==> config.mk <==
export PLATFORM = sky130hd
export DESIGN_NAME = fault_inject_sequencer
export DESIGN_NICKNAME = d
export VERILOG_FILES = /design/src/rtl/fault_inject_sequencer.sv
export SDC_FILE = /design/constraint.sdc
export NUM_CORES = 1
export LEC_CHECK = 0
export ABC_AREA = 1
export ABC_CLOCK_PERIOD_IN_PS = 2000
export BUFFER_PORTS_ARGS = -buffer_cell sky130_fd_sc_hd__buf_2
export CAP_MARGIN = 20
export CORE_MARGIN = 1
export CORE_UTILIZATION = 52
export CTS_CLUSTER_DIAMETER = 150
export CTS_CLUSTER_SIZE = 28
export DETAILED_ROUTE_END_ITERATION = 7
export PLACE_DENSITY = 0.81
export SLEW_MARGIN = 20
export SYNTH_ARGS = -nofsm -noshare
export SYNTH_HDL_FRONTEND = slang
export SYNTH_SLANG_ARGS = --single-unit
==> constraint.sdc <==
create_clock -name CLK -period 2 [get_ports CLK]
set_input_delay 0.3 -clock CLK [delete_from_list [all_inputs] [get_ports CLK]]
set_output_delay 0.3 -clock CLK [all_outputs]
set_load 0.02 [all_outputs]
==> src/rtl/fault_inject_sequencer.sv <==
// rtl/fault_inject_sequencer.sv - timed register-file fault injector (optional FI_STUCK_AT_EN adds stuck-at modes)
module fault_inject_sequencer #(
    parameter int DATA_WIDTH     = 32,
    parameter int REG_ADDR_WIDTH = 5,
    parameter int DELAY_WIDTH    = 32,
    parameter int COUNT_WIDTH    = 16
) (
    input  logic                      CLK,
    input  logic                      RSTn,
    input  logic                      cfg_arm,
    input  logic                      cfg_abort,
    input  logic [REG_ADDR_WIDTH-1:0] cfg_target_reg,
    input  logic [DATA_WIDTH-1:0]     cfg_mask,
    input  logic [DELAY_WIDTH-1:0]    cfg_delay,
`ifdef FI_STUCK_AT_EN
    input  logic [1:0]                cfg_mode,
`endif
    input  logic                      cpu_running,
    output logic                      inj_stall,
    output logic [REG_ADDR_WIDTH-1:0] regfile_addr,
    input  logic [DATA_WIDTH-1:0]     regfile_read_data,
    output logic                      regfile_write_enable,
    output logic [DATA_WIDTH-1:0]     regfile_write_data,
    output logic                      busy,
    output logic                      done,
    output logic                      err,
    output logic [DATA_WIDTH-1:0]     orig_value,
    output logic [COUNT_WIDTH-1:0]    inj_count
);

    typedef enum logic [2:0] {
        S_IDLE    = 3'd0,
        S_COUNT   = 3'd1,
        S_STALL   = 3'd2,
        S_READ    = 3'd3,
        S_WRITE   = 3'd4,
        S_RELEASE = 3'd5
    } state_t;

    state_t                    state_q, state_d;
    logic [DELAY_WIDTH-1:0]    delay_q, delay_d;
    logic [REG_ADDR_WIDTH-1:0] target_q, target_d;
    logic [DATA_WIDTH-1:0]     mask_q, mask_d;
    logic [DATA_WIDTH-1:0]     orig_q, orig_d;
    logic [COUNT_WIDTH-1:0]    count_q, count_d;
    logic                      err_q, err_d;
    logic                      arm_illegal;
    logic [DATA_WIDTH-1:0]     fault_value;

`ifdef FI_STUCK_AT_EN
    logic [1:0]                mode_q, mode_d;

    // Register 0 is hardwired, and mode 3 has no defined fault type.
    assign arm_illegal = (cfg_target_reg == '0) || (cfg_mode == 2'd3);

    // Fault type selected by the mode latched at arm time.
    always_comb begin
        fault_value = orig_q ^ mask_q;
        case (mode_q)
            2'd1:    fault_value = orig_q | mask_q;
            2'd2:    fault_value = orig_q & ~mask_q;
            default: fault_value = orig_q ^ mask_q;
        endcase
    end
`else
    // Register 0 is hardwired, so corrupting it is meaningless.
    assign arm_illegal = (cfg_target_reg == '0);

    assign fault_value = orig_q ^ mask_q;
`endif

    // State and datapath registers with synchronous active-low reset.
    always_ff @(posedge CLK) begin
        if (!RSTn) begin
            state_q  <= S_IDLE;
            delay_q  <= '0;
            target_q <= '0;
            mask_q   <= '0;
            orig_q   <= '0;
            count_q  <= '0;
            err_q    <= 1'b0;
`ifdef FI_STUCK_AT_EN
            mode_q   <= 2'd0;
`endif
        end else begin
            state_q  <= state_d;
            delay_q  <= delay_d;
            target_q <= target_d;
            mask_q   <= mask_d;
            orig_q   <= orig_d;
            count_q  <= count_d;
            err_q    <= err_d;
`ifdef FI_STUCK_AT_EN
            mode_q   <= mode_d;
`endif
        end
    end

    // Next-state logic; config is only sampled in IDLE so a busy arm cannot disturb a sequence.
    always_comb begin
        state_d  = state_q;
        delay_d  = delay_q;
        target_d = target_q;
        mask_d   = mask_q;
        orig_d   = orig_q;
        count_d  = count_q;
        err_d    = err_q;
`ifdef FI_STUCK_AT_EN
        mode_d   = mode_q;
`endif
        case (state_q)
            S_IDLE: begin
                // Arm wins over a simultaneous abort; abort has nothing to cancel here.
                if (cfg_arm) begin
                    if (arm_illegal) begin
                        err_d = 1'b1;
                    end else begin
                        err_d    = 1'b0;
                        target_d = cfg_target_reg;
                        mask_d   = cfg_mask;
                        delay_d  = cfg_delay;
`ifdef FI_STUCK_AT_EN
                        mode_d   = cfg_mode;
`endif
                        state_d  = S_COUNT;
                    end
                end
            end
            S_COUNT: begin
                // Abort beats the zero check; only CPU-running cycles consume the delay.
                if (cfg_abort) begin
                    state_d = S_IDLE;
                end else if (delay_q == '0) begin
                    state_d = S_STALL;
                end else if (cpu_running) begin
                    delay_d = delay_q - DELAY_WIDTH'(1);
                end
            end
            S_STALL: begin
                // Settle cycle so any in-flight instruction retires before the read.
                state_d = S_READ;
            end
            S_READ: begin
                orig_d  = regfile_read_data;
                state_d = S_WRITE;
            end
            S_WRITE: begin
                state_d = S_RELEASE;
            end
            S_RELEASE: begin
                count_d = count_q + COUNT_WIDTH'(1);
                state_d = S_IDLE;
            end
            default: begin
                state_d = S_IDLE;
            end
        endcase
    end

    // Outputs decoded from the state register only, keeping cfg_* off every output path.
    always_comb begin
        inj_stall            = 1'b0;
        regfile_addr         = '0;
        regfile_write_enable = 1'b0;
        regfile_write_data   = '0;
        done                 = 1'b0;
        case (state_q)
            S_STALL: begin
                inj_stall = 1'b1;
            end
            S_READ: begin
                inj_stall    = 1'b1;
                regfile_addr = target_q;
            end
            S_WRITE: begin
                inj_stall            = 1'b1;
                regfile_addr         = target_q;
                regfile_write_enable = 1'b1;
                regfile_write_data   = fault_value;
            end
            S_RELEASE: begin
                done = 1'b1;
            end
            default: begin
                inj_stall = 1'b0;
            end
        endcase
    end

    assign busy       = (state_q != S_IDLE);
    assign err        = err_q;
    assign orig_value = orig_q;
    assign inj_count  = count_q;

endmodule

Word-level counts from Yosys, hierarchy flattened
Cells that the tools add are included.
- $add $sub $neg: 2
- equal/unequal tests: 11
- mux-type cells: 17
- bitwise gates (word level): 2
- reductions and logical operators: 11
- operator list (kind ; count):
    32-bit 2-to-1 mux ; 6
    32-bit case mux with 2 select lines ; 1
    32-bit zero test ; 1
    32-bit by 1-bit subtractor with 32-bit output (second input constant) ; 1
    32-bit XOR ; 1
    16-bit by 1-bit adder with 16-bit output (second input constant) ; 1
    3-bit case mux with 5 select lines ; 1
    3-bit 2-to-1 mux ; 4
    2-bit != test (second input constant) ; 5
    3-bit by 2-bit equality test with 1-bit output (second input constant) ; 2
    3-bit equality test (second input constant) ; 2
    3-bit AND reduction ; 2
    6-bit AND reduction ; 1
    5-bit zero test ; 1
    5-bit 2-to-1 mux ; 1
    1-bit 2-to-1 mux ; 4
    3-bit by 1-bit equality test with 1-bit output (second input constant) ; 1
    3-bit zero test ; 1
    3-bit != test (second input constant) ; 1
    3-bit nonzero test ; 1
    3-bit OR reduction ; 1
    2-bit AND reduction ; 1
    2-bit nonzero test ; 1
    2-bit OR reduction ; 1
    1-bit NOT ; 1
- register bits: 121
- input bits: 106
- output and inout port bits: 90
- word-level logic and storage cells: 50

Depth between registers and ports, before layout
- depth after elaboration: 5
- gate-level depth with buffers: 12
- depth with buffers taken out: 11

Least setup slack after synthesis
OpenSTA, ideal clock, no wires.
- path type: reg2out
- start point: register state_q[1]
- end point: output regfile_write_data[10]
- arrival time: 1513 ps
- data required time: 1700 ps
- setup slack: 187 ps
- stages on the path, launching flop included: 7
- buffers on the path: 1
- cell sequence: dfxtp_1 nor2_1 inv_1 nor2_1 inv_1 buf_1 nor2_1
- cells in the longest elaborated chain, start to end: 2
- ends and longest elaborated chain (element ; RTL line ; RTL):
    start: declaration ; 40 ; state_t state_q, state_d;
    start signal: assignment ; 86 ; state_q <= state_d;
    3-bit equality test ; 167 ; case (state_q)
    32-bit 2-to-1 mux ; 167 ;
    end: declaration ; 23 ; output logic [DATA_WIDTH-1:0] regfile_write_data,
No other way between the ends.

Worst setup path after layout
- start point: register state_q[1]
- end point: output regfile_write_data[6]
Same word-level chain as after synthesis.

==> results_dict.tcl <==
set metrics [dict create \
    run_status "finished, final reports clean" \
    required_ns 1.70 \
    antenna_found_initial 0 \
    ys_warn_count 0 \
    cts.clk_slew.worst_paths_ns 0.06 \
    share_clk_of_total_power_pct 38.1 \
    finalWirelength_mm 18.5 \
    path_max_fanout 15 \
    worst_skew_pair_latency_ns 0.42 \
    grt_met3_use_pct 10.5 \
    ys_seq_elements 121 \
    grt_usage_pct 29.1 \
    multi_input_comb_area_mm2 0.00352 \
    number_of_global_route_vias_before_repair 6404 \
    seq_total_area_yosys_pct 37.9 \
    timing.critical_path.from "state_q[1]$_SDFFE_PN0P_" \
    worst_pin_slew_ns 0.520 \
    setup-violations-final 0 \
    setup.worst_path.end_class "output pin" \
    globalRoute.totalOverflow 0 \
    kind_of_critical_path "flop to output pin" \
    tritoncts_num_sinks 121 \
    p_total_mw 7.71 \
    synth_unique_cells 36 \
    tritoncts_clock_tree "yes" \
    min_path_type "input pin to flop" \
    timing.rr.start "delay_q[0]$_SDFFE_PN0P_" \
    finalWorstPathRequiredPeriod_ns 1.89 \
    register_area_mm2 0.00242 \
    grt-busiest-layer "met2" \
    synth_fp_nets 1114 \
    vias 6944 \
    setup.worst_path.start_class "flop" \
    irDropWorstVdd_v 0.000685 \
    grt_util_met2_pct 50.8 \
    nNetsFinal 1303 \
    cts.repair_timing.setup_buffer_count 0 \
    n_fill_cell 1068 \
    p_comb_share_pct 25.1 \
    critical_path_arrival_ns 1.59 \
    hold_violations 0 \
    switchingPower_mw 2.58 \
    placed_cells 1320 \
    cts_root_buffer "sky130_fd_sc_hd__clkbuf_16" \
    drc_errors 0 \
    start_util_pct 53.2 \
    fin_skew_ns 0.0122 \
    cellLeakagePower_nw 4.17 \
    min_period_over_period_pct 94.5 \
    design.die.area_mm2 0.0127 \
    io-pin-count 196 \
    diodes 0 \
    grt_setup_unrepaired "no" \
    grt_first_pass_wirelength_mm 29.3 \
    power.density_cell_area_mw_per_mm2 948 \
    ant_nets 0 \
    syn-instance-count 1006 \
    drt_iter0_drc 505 \
    syn_area_per_cell_um2 6.35 \
    areaGrowthSynthToFinish_pct 27.1 \
    drt-pass1-iter-count 6 \
    route.detailed.wl_per_inst_um 13.7 \
    core-area_mm2 0.0120 \
    num_rows 40 \
    max_freq_mhz 529 \
    instances_no_fill 1355 \
    vias_per_cell 5.12 \
    power_report.internal_total_mw 5.12 \
    die_h_um 113 \
    tritoncts.num_buffers 17 \
    gp_congestion 0.915 \
    synth_area_leader_cell "sky130_fd_sc_hd__dfxtp_1" \
    numPortBuffers 195 \
    synthTopCellsByArea "sky130_fd_sc_hd__dfxtp_1 38%, sky130_fd_sc_hd__nor2_1 17%, sky130_fd_sc_hd__nand2_1 13%" \
    post_synth_instance_area_mm2 0.00639 \
    postCtsHoldBufs 0 \
    final_layout_size_suffix_gt1_share_pct 22.4 \
    min-delay-start "cfg_mask[18]" \
    met1_usage_pct 32.4 \
    grt_start_max_net_pins 80 \
    chipWidth_um 113 \
    layout.cells.most_common_list "293 x sky130_fd_sc_hd__nor2_1, 220 x sky130_fd_sc_hd__nand2_1, 185 x sky130_fd_sc_hd__buf_2, 121 x sky130_fd_sc_hd__dfxtp_1, 90 x sky130_fd_sc_hd__o21ai_0" \
    maxCapViolCount 0 \
    switching_share_pct 33.5 \
    pwr-share-seq_pct 36.8 \
    maxSlewHeadroom_pct 65.3 \
    synth.top_cell.area_share_pct 37.9 \
    fin_tns_setup_ns 0 \
    timing.final.max_slew_violations 0 \
    max_clock_buf_depth 2 \
    hpwl_mm 12.5 \
    layout_commonest_cell "sky130_fd_sc_hd__nor2_1" \
    cts.htree.levels 4 \
]
[layer usage]
metal,wire (µm),up-vias,share of wire [%]
met4,488,0,2.6
met5,0,-,0
met3,1680,37,9.1
met2,8910,290,48
met1,7420,3090,40
li1,-,3527,-
[flip-flops by register name, indices dropped and copies added (netlist names)]
name,count
orig_value,32
state_q,3
err,1
inj_count,16
delay_q,32
target_q,5
mask_q,32
[power by group through the flow]
stage,sequential [mW],combinational (mW),clock [mW]
after floorplan,2.84,1.43,0
after global placement,2.87,1.78,0
after detailed placement,2.87,1.82,0
after CTS,2.83,1.84,2.96
after global routing,2.85,2.20,3.07
final,2.83,1.94,2.94
[cell type report]
class	count	share of cell area, %
clock inverter	12	1.55
timing repair buffer	209	14.0
multi-input combinational	766	43.3
inverter	80	3.69
clock buffer	20	5.37
tap	147	2.26
sequential	121	29.8
[cells in the mapped netlist, drive strengths merged]
| master | n |
|---|---|
| ha | 2 |
| nor4 | 1 |
| nand3b | 2 |
| clkbuf | 22 |
| o21a | 2 |
| nor3 | 8 |
| o21ai | 92 |
| inv | 80 |
| nand4 | 4 |
| buf | 20 |
| xnor2 | 34 |
| o211ai | 2 |
| xor2 | 3 |
| dfxtp | 121 |
| nor3b | 1 |
| a211oi | 2 |
| a21oi | 25 |
| nand2 | 226 |
| and2 | 1 |
| mux2i | 1 |
| nor2 | 305 |
| nand3 | 52 |
[logic make-up (layout without fill, tap and decap cells)]
family,after synthesis,in the layout,share of synthesized area [%]
muxes,1,1,0.157
buffers and inverters,122,321,8.16
DFF,121,121,37.9
adders and majority gates,2,2,0.391
xor gates and xnor gates,37,37,5.07
and+or+nand+nor,600,603,38.2
AOI/OAI and AO/OA,123,123,10.1
[per-stage QoR]
| step | util, % | instance area, µm² | setup WS [ns] | hold WS (ns) |
|---|---|---|---|---|
| floorplan | - | 6390 | 0.187 | 0.430 |
| global placement | 62.2 | 7470 | 0.170 | 0.439 |
| detailed placement | 62.2 | 7470 | 0.0654 | 0.445 |
| CTS | 66.9 | 8040 | -0.00606 | 0.0953 |
| global route | 67.7 | 8130 | 0.00190 | 0.0951 |
| finish | 67.7 | 8130 | 0.110 | 0.101 |
[critical path, cell delays in order (launching register included)]
cell and delay, ns:
sky130_fd_sc_hd__dfxtp_1 0.33, sky130_fd_sc_hd__nor2_2 0.14, sky130_fd_sc_hd__inv_1 0.06, sky130_fd_sc_hd__nor2_2 0.11
sky130_fd_sc_hd__inv_2 0.07, sky130_fd_sc_hd__buf_6 0.16, sky130_fd_sc_hd__nor2_2 0.12, sky130_fd_sc_hd__buf_2 0.18
[path summary, 6_finish.rpt]
| path | to | slack [ns] | cells after the start |
|---|---|---|---|
| worst max-delay path | regfile_write_data[6] | 0.11 | 7 |
| worst min-delay path | mask_q[18]$_SDFFE_PN0P_ | 0.10 | 3 |
| worst max register to register | delay_q[30]$_SDFFE_PN0P_ | 0.14 | 11 |
| worst min register to register | target_q[4]$_SDFFE_PN0P_ | 0.45 | 2 |
[what timing repair did]
item,4_1_cts,5_1_grt
pin swaps,0,3
gates cloned,0,3
gates resized for setup,4,18
endpoints found under the setup margin,5,66
hold endpoints to repair,0,0
Note: power is estimated with default switching activity, not from simulation.
